**src/rtl/sudoku_grid_loader.sv**
```systemverilog
// 9x9 grid register file written one cell per cycle over valid/ready.
// Drives the packed puzzle_ans bus and tracks filled cells and grid completeness.
module sudoku_grid_loader #(
  parameter int WIDTH = 4
) (
  input  logic                 clk,
  input  logic                 rst_n,
  input  logic                 clear,
  input  logic                 wr_valid,
  output logic                 wr_ready,
  input  logic [3:0]           wr_row,
  input  logic [3:0]           wr_col,
  input  logic [WIDTH-1:0]     wr_value,
  output logic [81*WIDTH-1:0]  puzzle_ans,
  output logic [6:0]           filled_count,
  output logic                 grid_full,
  output logic                 full_pulse,
  output logic                 err_addr
);

  typedef enum logic [1:0] {EMPTY, LOADING, FULL} state_t;

  logic [80:0][WIDTH-1:0] cells_q, cells_d;
  logic [6:0]             count_q, count_d;
  state_t                 state_q, state_d;
  logic                   full_pulse_q, full_pulse_d;
  logic                   err_q, err_d;
  logic                   hs, addr_ok;
  logic [6:0]             idx;
  logic [WIDTH-1:0]       old_val;

  assign wr_ready = rst_n & ~clear;
  assign hs       = wr_valid & wr_ready;
  assign addr_ok  = (wr_row <= 4'd8) && (wr_col <= 4'd8);
  // Only meaningful when addr_ok; illegal addresses may overflow 7 bits.
  assign idx      = 7'(wr_row) * 7'd9 + 7'(wr_col);

  always_comb begin
    old_val = '0;
    for (int i = 0; i < 81; i++)
      if (idx == 7'(i)) old_val = cells_q[i];
  end

  always_comb begin
    cells_d      = cells_q;
    count_d      = count_q;
    state_d      = state_q;
    err_d        = 1'b0;
    full_pulse_d = 1'b0;
    if (clear) begin
      cells_d = '0;
      count_d = 7'd0;
      state_d = EMPTY;
    end else begin
      if (hs) begin
        if (!addr_ok) begin
          err_d = 1'b1;
        end else begin
          for (int i = 0; i < 81; i++)
            if (idx == 7'(i)) cells_d[i] = wr_value;
          if (~|old_val && |wr_value)      count_d = count_q + 7'd1;
          else if (|old_val && ~|wr_value) count_d = count_q - 7'd1;
        end
      end
      case (state_q)
        EMPTY:   if (count_d != 7'd0) state_d = LOADING;
        LOADING: if (count_d == 7'd81) state_d = FULL;
                 else if (count_d == 7'd0) state_d = EMPTY;
        FULL:    if (count_d != 7'd81) state_d = LOADING;
        default: state_d = EMPTY;
      endcase
      full_pulse_d = (state_d == FULL) && (state_q != FULL);
    end
  end

  always_ff @(posedge clk or negedge rst_n) begin
    if (!rst_n) begin
      cells_q      <= '0;
      count_q      <= 7'd0;
      state_q      <= EMPTY;
      full_pulse_q <= 1'b0;
      err_q        <= 1'b0;
    end else begin
      cells_q      <= cells_d;
      count_q      <= count_d;
      state_q      <= state_d;
      full_pulse_q <= full_pulse_d;
      err_q        <= err_d;
    end
  end

  assign puzzle_ans   = cells_q;
  assign filled_count = count_q;
  assign grid_full    = (state_q == FULL);
  assign full_pulse   = full_pulse_q;
  assign err_addr     = err_q;

endmodule
```
**config.mk**
```make
export PLATFORM = sky130hd
export DESIGN_NAME = sudoku_grid_loader
export DESIGN_NICKNAME = d
export VERILOG_FILES = /design/src/rtl/sudoku_grid_loader.sv
export SDC_FILE = /design/constraint.sdc
export NUM_CORES = 1
export LEC_CHECK = 0
export ABC_AREA = 1
export ABC_CLOCK_PERIOD_IN_PS = 4200
export CAP_MARGIN = 20
export CORE_MARGIN = 3
export CORE_UTILIZATION = 46
export CTS_CLUSTER_DIAMETER = 150
export DETAILED_ROUTE_END_ITERATION = 6
export GPL_TIMING_DRIVEN = 1
export PLACE_DENSITY = 0.8
export SYNTH_ARGS = -nofsm -noshare
export SYNTH_HDL_FRONTEND = slang
export SYNTH_SLANG_ARGS = --single-unit
```
**constraint.sdc**
```tcl
create_clock -name clk -period 4.2 [get_ports clk]
set_clock_uncertainty 0.05 [all_clocks]
set_input_delay 1.26 -clock clk [delete_from_list [all_inputs] [get_ports clk]]
set_output_delay 1.26 -clock clk [all_outputs]
set_load 0.05 [all_outputs]
```
# Yosys cells after proc, flatten, opt, wreduce, memory -nomap -nowiden
# Cells that the tools add are included.
# word_totals
register_bits	335
elab_cells	538
out_inout_bits	335
in_bits	16
# op_classes
n_eq_ne	86
n_reduce_logical	176
bitwise	3
muxes	182
order_cmp	2
add_sub_neg	3
n_mul	1
# op_table
cell	n
2-to-1 mux 324 bit	3
2-to-1 mux 4 bit	162
AND reduction 3 bit	81
equality test 7 x 6 -> 1 bit (second input constant)	32
nonzero test 2 bit	83
equality test 7 bit (second input constant)	18
equality test 7 x 5 -> 1 bit (second input constant)	16
equality test 7 x 4 -> 1 bit (second input constant)	8
2-to-1 mux 7 bit	6
equality test 7 x 3 -> 1 bit (second input constant)	4
equality test 7 x 2 -> 1 bit (second input constant)	2
zero test 7 bit	2
2-to-1 mux 2 bit	6
less-or-equal comparator 4 bit (second input constant)	2
OR reduction 4 bit	2
adder 7 x 1 -> 7 bit (second input constant)	1
adder 7 x 4 -> 7 bit	1
equality test 7 x 1 -> 1 bit (second input constant)	1
multiplier 4 x 4 -> 7 bit (second input constant)	1
inequality test 7 bit (second input constant)	1
nonzero test 7 bit	1
subtractor 7 x 1 -> 7 bit (second input constant)	1
one-hot mux 2 bit (3 select lines)	1
equality test 2 bit (second input constant)	2
8 further kinds	16

# Depth between registers and ports, before layout
# Gate-level depths: netlist of the first run.
# logic_depth
depth_word	99
depth_mapped	73
mapped_depth_nobuf	72

# Worst setup path before layout of the first run
# Ideal clock, no wire load.
# synth_path
path_kind	input -> register
from	in wr_row[1]
to	reg state_q[0]
stages	70
arrival_time_ps	6835
path_slack_ps	-2803
path_buffers	0
cell_sequence	ha_1 > ha_1 > fa_1 > nand3_1 > nand3_1 > nand2_1 > nand2_4 > nor2_8 > nand2_8 > nor2_8 > inv_2 > or2_0 > nand2_1 > nand4_1 > nand2_1 > nand4_1 > nand2_1 > nand3_1 > [34 not listed] > nor2_1 > nand4_1 > nor2_1 > nand3_1 > nand2_1 > nand2_1 > nand2_4 > nand3_4 > nand2_1 > nand2_2 > nand2_1 > nand2_1 > inv_2 > nand2_1 > nor2_2 > nand2_1 > nand3_1 > nand2_1
# synth_between
elab_chain_len	97
word_cells_on_any_way	186
cone_classes	add/sub (1); mul (1); order compare (1); eq/ne (82); mux (93); reduce/logical (8)
# synth_lines
item	line_no	rtl
start: declaration	11	input logic [3:0] wr_row,
multiplier 4 x 4 -> 7 bit	36	assign idx = 7'(wr_row) * 7'd9 + 7'(wr_col);
adder 7 x 4 -> 7 bit	36	
zero test 7 bit	41	if (idx == 7'(i)) old_val = cells_q[i];
2-to-1 mux 4 bit (81 in a row)	41	
OR reduction 4 bit	61, 62	
logical AND 1 bit / zero test 1 bit (equally long branches)	62, 61	
2-to-1 mux 7 bit / logical AND 1 bit (equally long branches)	62, 61	
2-to-1 mux 7 bit	61	if (~|old_val && |wr_value) count_d = count_q + 7'd1;
2-to-1 mux 7 bit *	56	if (!addr_ok) begin
2-to-1 mux 7 bit *	55	if (hs) begin
2-to-1 mux 7 bit *	50	if (clear) begin
zero test 7 bit	68	else if (count_d == 7'd0) state_d = EMPTY;
2-to-1 mux 2 bit	68	
2-to-1 mux 2 bit	67	LOADING: if (count_d == 7'd81) state_d = FULL;
one-hot mux 2 bit (3 select lines) *	65	case (state_q)
2-to-1 mux 2 bit * (2 in a row)	50	
net state_d[0]	25	state_t state_q, state_d;
end signal: assignment	86	state_q <= state_d;
end: declaration	25	
# The timed path passes the listed nets; every way through them passes the cells marked *. The select of a mux whose other input is x is not followed.
# A chain may end at the register's enable or synchronous reset.

# Worst setup path after layout of the first run
# layout_path
from	in wr_row[0]
to	reg state_q[0]
# Same word-level chain as after synthesis.

==> impl_summary.md, run 1 <==
STA
The number of endpoints with negative hold slack in the final report is 0. In the post-route analysis, the smallest setup slack over all paths is -3.85 ns. The number of max-slew violations in the final report is 0. The part of the cycle the worst path needs is 192%. Subtracting the final worst setup slack from the clock period gives 8.05 ns. The worst hold slack after final layout is 0.463 ns.

The number of setup violations in the final report is 10. The actual slew at the worst max-slew pin is 1.06 ns. Timing would allow up to 124 MHz. The worst pin sits at a relative slew slack of 29.5%.

Setup repair after global routing could not meet its margin everywhere. In the final timing run, aggregate negative setup slack is -36.87 ns.

Final layout
The top cell types in the final layout, fill and taps aside, are sky130_fd_sc_hd__nand2_1, sky130_fd_sc_hd__clkdlybuf4s50_1, sky130_fd_sc_hd__dfrtp_1. Counting the fill cells in the layout gives 2,572. For this run, the post-layout net count is 2,699. 0 antenna diodes ended up in the layout. The area growth from synthesis to layout is 50.2%. The fraction of layout cells with a size suffix above 1 is 18.9%. The most common cell after layout, fill and taps aside is sky130_fd_sc_hd__nand2_1.

Run
Max-cap violations in this run came to 0.

Detailed routing
In the routed layout, each cell is associated on average with a via count of 5.51. The average routed wire per standard cell is 19.7 um. The number of nets with antenna violations after detailed routing is 0.

The starting DRC count in detailed routing is 1,328. For this block, the routed nets add up to 61,800 um of wire. In the routed design, unresolved DRC markers number 0. Before antenna repair, the detailed router went through 6 iterations. Detailed routing inserted a total of 17,300 vias.

Pwr
The internal power summed over all cells is 6.51 mW. For this design the ratio of total power to cell area is 421 nW/um2. The clock network power share is 32.6%. The net switching power is 3.56 mW. The peak supply drop is 0.313 mV. In this run, flip-flops and latches consume 36.6% of the power. Of the total power, the share spent switching nets is 35.4%. In this run, the combinational gates consume 30.8% of the power.

The static leakage is 10.7 nW. The total power after layout is 10.1 mW.

Floorplan
The placeable core area is 33,800 um2. Pin placement for this block handled 351 I/O pins. For this configuration, the core starts out at a cell density of 47.1%. The floorplan step defined a die boundary enclosing 36,900 um2. After floorplanning, the core was divided into 67 placement rows. The floorplan step set the die height to 192 um. The chip width is 192 um.

Clock network
CTS saw 335 sinks. After clock tree synthesis, the clock-pin slew on the worst setup and hold paths is 0.06 ns. The cell sitting at the root of the clock tree is a sky130_fd_sc_hd__clkbuf_16. Counting the buffers created by CTS gives 36. No sink is reached through more buffers than the 3 on the longest clock path. The clock latency on the worst-skew pair is 0.53 ns. The number of H-tree levels is 2. The clock tree from TritonCTS is built.

Logic synthesis
The number of warnings reported in the yosys synthesis log is 0. The sequential cell area fraction in the yosys report is 52.7%. The cell area that synthesis handed to floorplanning was 15,900 um2.

The total nets after synthesis is 2,037. After synthesis, the netlist uses 40 different library cells. The flip-flop and latch count after synthesis is 335. The cell count after synthesis came out at 2,007. Sorting the synthesized cells by area gives the leading types as sky130_fd_sc_hd__dfrtp_1, sky130_fd_sc_hd__nand2_1, sky130_fd_sc_hd__o21ai_0. The average size of a mapped cell is 7.93 um2. Of the post-synthesis cell area, the dominant cell type holds 52.7%. The dominant cell type by area after synthesis is sky130_fd_sc_hd__dfrtp_1.

Place
The HPWL reported at the end of detailed placement is 43,800 um. The congestion estimate from routability-driven global placement came to 0.948. The count of buffers added on input and output ports is 350. Before CTS, the worst setup slack after placement is -4.85 ns.

Worst setup path
The critical path is of the input pin to flop type. The worst endpoint required time is 4.55 ns. STA classifies the critical path startpoint as an input pin. In this design, the critical path's most frequently occurring cell is sky130_fd_sc_hd__nand4_1. For this run, the slowest stage of the critical path takes 0.30 ns. In this run the worst path has a maximum fanout of 7. The endpoint arrival time on the critical path is 8.40 ns.

The kind of end point of the critical path is a flop. The largest individual stage delay along the critical path comes from the cell sky130_fd_sc_hd__ha_4.

Run status
The checks that failed: setup timing. The run finished, with violations left.

GRT
The first global-routing pass estimated 95,300 um of wire. The via count of the first global-routing pass is 16,900. Global routing used 33.0% of the available tracks. The global-route congestion overflow total is 0. The initial antenna violation count is 0. Entering global routing, the biggest net connects 176 pins.

Hold path
The worst hold path belongs to the class flop to flop.
[cell usage after synthesis (all sizes together)]
| cell | instances |
|---|---|
| nor2 | 170 |
| a21oi | 132 |
| nand3 | 42 |
| nor3b | 3 |
| dfrtp | 335 |
| nor3 | 14 |
| ha | 13 |
| nand3b | 3 |
| and2 | 1 |
| inv | 130 |
| clkbuf | 51 |
| fa | 1 |
| nand2 | 652 |
| xor2 | 1 |
| o21ai | 330 |
| nand4 | 76 |
| o311a | 1 |
| nor4 | 2 |
| and3 | 5 |
| o31ai | 2 |
| o41ai | 1 |
| or2 | 30 |
| a31oi | 2 |
| xnor2 | 1 |
| a21boi | 1 |
| buf | 7 |
| clkinv | 1 |
[power by group through the flow]
stage / Combinational [mW] / Clock, mW / Sequential (mW)
global placement: 2.92 / 0 / 3.73
finish: 3.10 / 3.28 / 3.69
floorplan: 0.814 / 0 / 4.55
global route: 3.29 / 3.43 / 3.71
detailed placement: 2.95 / 0 / 3.73
CTS: 3.05 / 3.31 / 3.68
[sequential cells by signal, indices dropped and copies added (netlist names)]
| signal | flops |
|---|---|
| err_addr | 1 |
| filled_count | 7 |
| full_pulse | 1 |
| puzzle_ans | 324 |
| state_q | 2 |
[metrics by stage]
stage / std cells / instance area (um2) / utilization, %
floorplan: 2007 / 16000 / -
global placement: 3060 / 22300 / 66.1
detailed placement: 3060 / 22300 / 66.1
CTS: 3136 / 23800 / 70.5
global route: 3141 / 23900 / 70.8
finish: 3141 / 23900 / 70.8
[worst paths after layout]
path                                 startpoint  slack, ns  depth (start not counted)         endpoint
min in group asynchronous                 rst_n       0.51                          1  filled_count[0]
worst max register to register   puzzle_ans[10]      -1.97                         56       state_q[0]
max in group asynchronous                 rst_n       2.42                          2  puzzle_ans[183]
worst min register to register  puzzle_ans[276]       0.46                          2  puzzle_ans[276]
worst min-delay path            puzzle_ans[276]       0.46                          2  puzzle_ans[276]
worst max-delay path                  wr_row[0]      -3.85                         67       state_q[0]
[cell families (layout without fill, tap and decap cells)]
logic type               count (synthesis)  in the layout  synth area share [%]
AND/OR/NAND/NOR                        998            998                  26.6
flip-flops                             335            335                  52.7
buffers and inverters                  189            875                  4.52
adder cells (fa/ha/maj)                 14             14                  1.15
XOR/XNOR                                 2              2                 0.204
AO/OA/AOI/OAI                          469            469                  14.9
[worst max-delay path, delay by kind of cell]
kind            cells  cell delay (ns)
simple gates       57             5.66
fa+ha+maj           3             0.77
buf+inv             6             0.50
compound gates      1             0.19
[layer usage]
metal / global-route usage [%] / vias to the layer above / routed length, um
li1: - / 7982 / -
met1: 44.4 / 8214 / 24700
met2: 52.8 / 909 / 28200
met3: 5.97 / 190 / 5690
met4: 14.0 / 0 / 3150
met5: 0 / - / 0
[final cells by class]
cell class | instances | area (um2) | area share (%)
Tap cell | 448 | 561 | 2.34
Inverter | 131 | 492 | 2.06
Timing Repair Buffer | 682 | 6120 | 25.6
Clock buffer | 50 | 1040 | 4.37
Sequential cell | 335 | 8380 | 35.1
Clock inverter | 12 | 168 | 0.701
Multi-Input combinational cell | 1483 | 7130 | 29.8
[timing repair]
action                     4_1_cts  5_1_grt
pin swaps                       31       16
resized for setup               80       16
setup endpoints to repair      101       13
buffers inserted                15        5
hold buffers                     0        0
No activity file was read; power rests on OpenSTA's default activity.
==> run 2, diff against run 1 <==
TNS_END_PERCENT = 5   (was not set)
==> run 2 against run 1 <==
Effect of this change:
- the flow still finishes with violations (setup timing)
- sequential power is essentially flat
- sequential cell count is the same
- count of clock-buffer cells in the layout unchanged
- routed wire length rose by 1.3%
- critical path type unchanged
- critical endpoint unchanged
- largest cell class unchanged
==> impl_summary.md, run 2 (same netlist as run 1, synthesis figures left out) <==
STA
The worst setup slack after layout was -4.01 ns (-0.155 ns). The part of the cycle the worst path needs is 195% (+3.7 points). The setup TNS is -38.39 ns (-1.52 ns). The maximum clock frequency is 122 MHz (-1.9%).

Setup repair after global routing could not meet its margin everywhere. The final critical delay including setup and external delays is 8.21 ns (+0.155 ns). The number of setup violations in the final report is 10 (unchanged). The actual slew at the worst max-slew pin is 0.949 ns (-0.108 ns). The number of endpoints with negative hold slack in the final report is 0 (unchanged). The worst-case headroom to the max-slew limit is 36.7% (+7.2 points). The number of max-slew violations in the final report is 0 (unchanged).

Run
The max capacitance violation total is 0 (unchanged).

Final layout
The most common cell after layout, fill and taps aside is sky130_fd_sc_hd__nand2_1. The cell area after layout was 24,100 um2 (+0.99%). In the layout the commonest cells are sky130_fd_sc_hd__nand2_1, sky130_fd_sc_hd__clkdlybuf4s50_1, sky130_fd_sc_hd__dfrtp_1. The number of standard cells in the layout, taps in and fillers out was 3,159 (+0.57%). The antenna diode count was 0 (unchanged). The utilization after layout is 71.5% (+0.70 points). The area growth from synthesis to layout is 51.6%.

The net total in the final layout was 2,715 (+0.59%). The fraction of layout cells with a size suffix above 1 is 19.6% (+0.72 points). The filler cell count in the final layout came to 2,543 (-1.1%). The number of flip-flops under the largest register name came to 324 (unchanged).

GRT
The global-route congestion overflow total is 0 (unchanged). The aggregate global-route resource usage is 33.5% (+0.53 points). The routing usage on met2 is 53.1% (+0.34 points). The wire length of the first global-routing pass came to 96,000 um (+0.78%). The met1 routing resource usage after global routing came to 43.5% (-0.93 points).

The most congested layer reported by global routing is met2. The initial antenna violation count came to 0 (unchanged). The met3 global-route usage is 8.38% (+2.4 points).

The largest net degree at the start of global routing was 81 (-54%). The via count of the first global-routing pass is 17,100 (+1.3%).

Detailed routing
The number of search-and-repair iterations in the first detailed-routing pass is 5 (-1). The routed via count divided by cell count is 5.47 (-0.59%). The overall via count from detail_route is 17,300 (-0.023%).

The number of nets with antenna violations after detailed routing is 0 (unchanged). The average routed wire per standard cell is 19.8 um (+0.69%). The starting DRC count in detailed routing is 1,248 (-6.0%). The number of remaining DRC errors came to 0 (unchanged). The final wirelength is 62,500 um (+1.3%).

Floorplan
The cell row count is 67 (unchanged). The floorplan die area is 36,900 um2 (unchanged). The total I/O pin count was 351 (unchanged). The vertical die dimension is 192 um (unchanged). The chip width is 192 um (unchanged). The placeable core area is 33,800 um2 (unchanged). The initial core utilization is 47.1% (unchanged).

Pwr
The peak supply drop is 0.303 mV (-3.2%). The static leakage is 10.8 nW (+1.0%). The power per standard cell area is 429 nW/um2 (+1.8%).

Clock network
TritonCTS built the clock tree. The number of H-tree levels is 2 (unchanged). The number of buffers inserted during clock tree synthesis is 38 (+5.6%).

The number of hold-repair buffers added at the cts stage is 0 (unchanged). The sink count of the clock tree is 335 (unchanged). The clock latency on the worst-skew pair is 0.54 ns (about the same). Clock tree synthesis selected as its root buffer the cell sky130_fd_sc_hd__clkbuf_16. The clock transition time at the flip-flop clock pins of the worst setup and hold paths is 0.06 ns (about the same). The buffer depth of the longest clock path is 3 (unchanged).

Worst setup path
The worst endpoint required time was 4.56 ns (about the same). The worst setup path category is input pin to flop. The endpoint arrival time on the critical path was 8.57 ns (+0.17 ns). The kind of end point of the critical path is a flop. The cell repeated most along the worst path is sky130_fd_sc_hd__nand4_1.

The peak fanout along the critical path came to 7 (unchanged). The element type at the critical path start is an input pin. The library cell contributing the largest single delay on the critical path is sky130_fd_sc_hd__ha_4.

The worst stage delay on the critical path is 0.30 ns (about the same).

Hold path
The path type of the worst min-delay path is flop to flop.

Run status
The flow ran to the end, but the final reports show violations. The checks that failed: setup timing.

Place
The number of placed instances, taps included is 3,082 (+0.72%). The total placed instance area is 22,400 um2 (+0.28%). The worst setup slack before clock tree synthesis is -4.91 ns (-0.0601 ns). The HPWL reported at the end of detailed placement is 44,700 um (+2.0%). The global placer's final weighted congestion is 0.941 (-0.77%). The number of port buffers is 350 (unchanged).
run 2: cell count changes in the layout (fill, tap and decap cells not counted), moves of 3 or more:
cell / change
sky130_fd_sc_hd__buf_6: -3
sky130_fd_sc_hd__nor2_1: -3
sky130_fd_sc_hd__bufinv_16: +3
sky130_fd_sc_hd__a21oi_1: -6
sky130_fd_sc_hd__a21oi_2: +6
sky130_fd_sc_hd__buf_4: +16
run 2: worst max-delay path: cells and delay by family:
family	cells	cell delay, ns
AND/OR/NAND/NOR	59	5.91
adder cells (fa/ha/maj)	3	0.79
AO/OA/AOI/OAI	1	0.15
buffers and inverters	5	0.44
run 2: cell type report:
cell class / instances / area (um2) / area share [%]
Sequential cell: 335 / 8380 / 34.7
Multi-Input combinational cell: 1483 / 7150 / 29.6
Timing Repair Buffer: 696 / 6220 / 25.8
Clock buffer: 50 / 1060 / 4.37
Tap cell: 448 / 561 / 2.32
Inverter: 131 / 492 / 2.04
Clock inverter: 16 / 280 / 1.16
run 2: metal layers:
metal	part of all wire, %	routed length, um
met5	0	0
met3	10	6490
met1	39	24400
met4	5.5	3450
met2	45	28200
run 2: where the power goes:
group | switching (mW) | internal, mW | leakage [nW]
sequential | 0.206 | 3.47 | 4.38
combinational | 2.07 | 1.05 | 5.81
clock | 1.36 | 2.21 | 0.653
run 2: timing repair:
item | 4_1_cts | 5_1_grt
buffers inserted | 10 | 0
endpoints found under the setup margin | 173 | 37
hold endpoints to repair | 0 | 0
gates resized for setup | 79 | 25
pin swaps | 26 | 6
run 2: stage by stage:
step | total power, mW | hold WS [ns]
2_1_floorplan | 5.35 | 0.464
3_3_place_gp | 6.64 | 0.446
3_5_place_dp | 6.68 | 0.448
4_1_cts | 10.3 | 0.462
5_1_grt | 10.7 | 0.484
6_report | 10.4 | 0.466
run 2: final timing paths:
kind | cells after the start | to | slack [ns] | startpoint
setup / recovery | 68 | state_q[0] | -4.01 | wr_row[0]
hold / removal | 2 | puzzle_ans[294] | 0.47 | puzzle_ans[294]
setup reg to reg | 56 | state_q[0] | -2.10 | puzzle_ans[2]
hold reg to reg | 2 | puzzle_ans[294] | 0.47 | puzzle_ans[294]
max in group asynchronous | 3 | puzzle_ans[72] | 1.74 | rst_n
min in group asynchronous | 1 | puzzle_ans[186] | 0.50 | rst_n
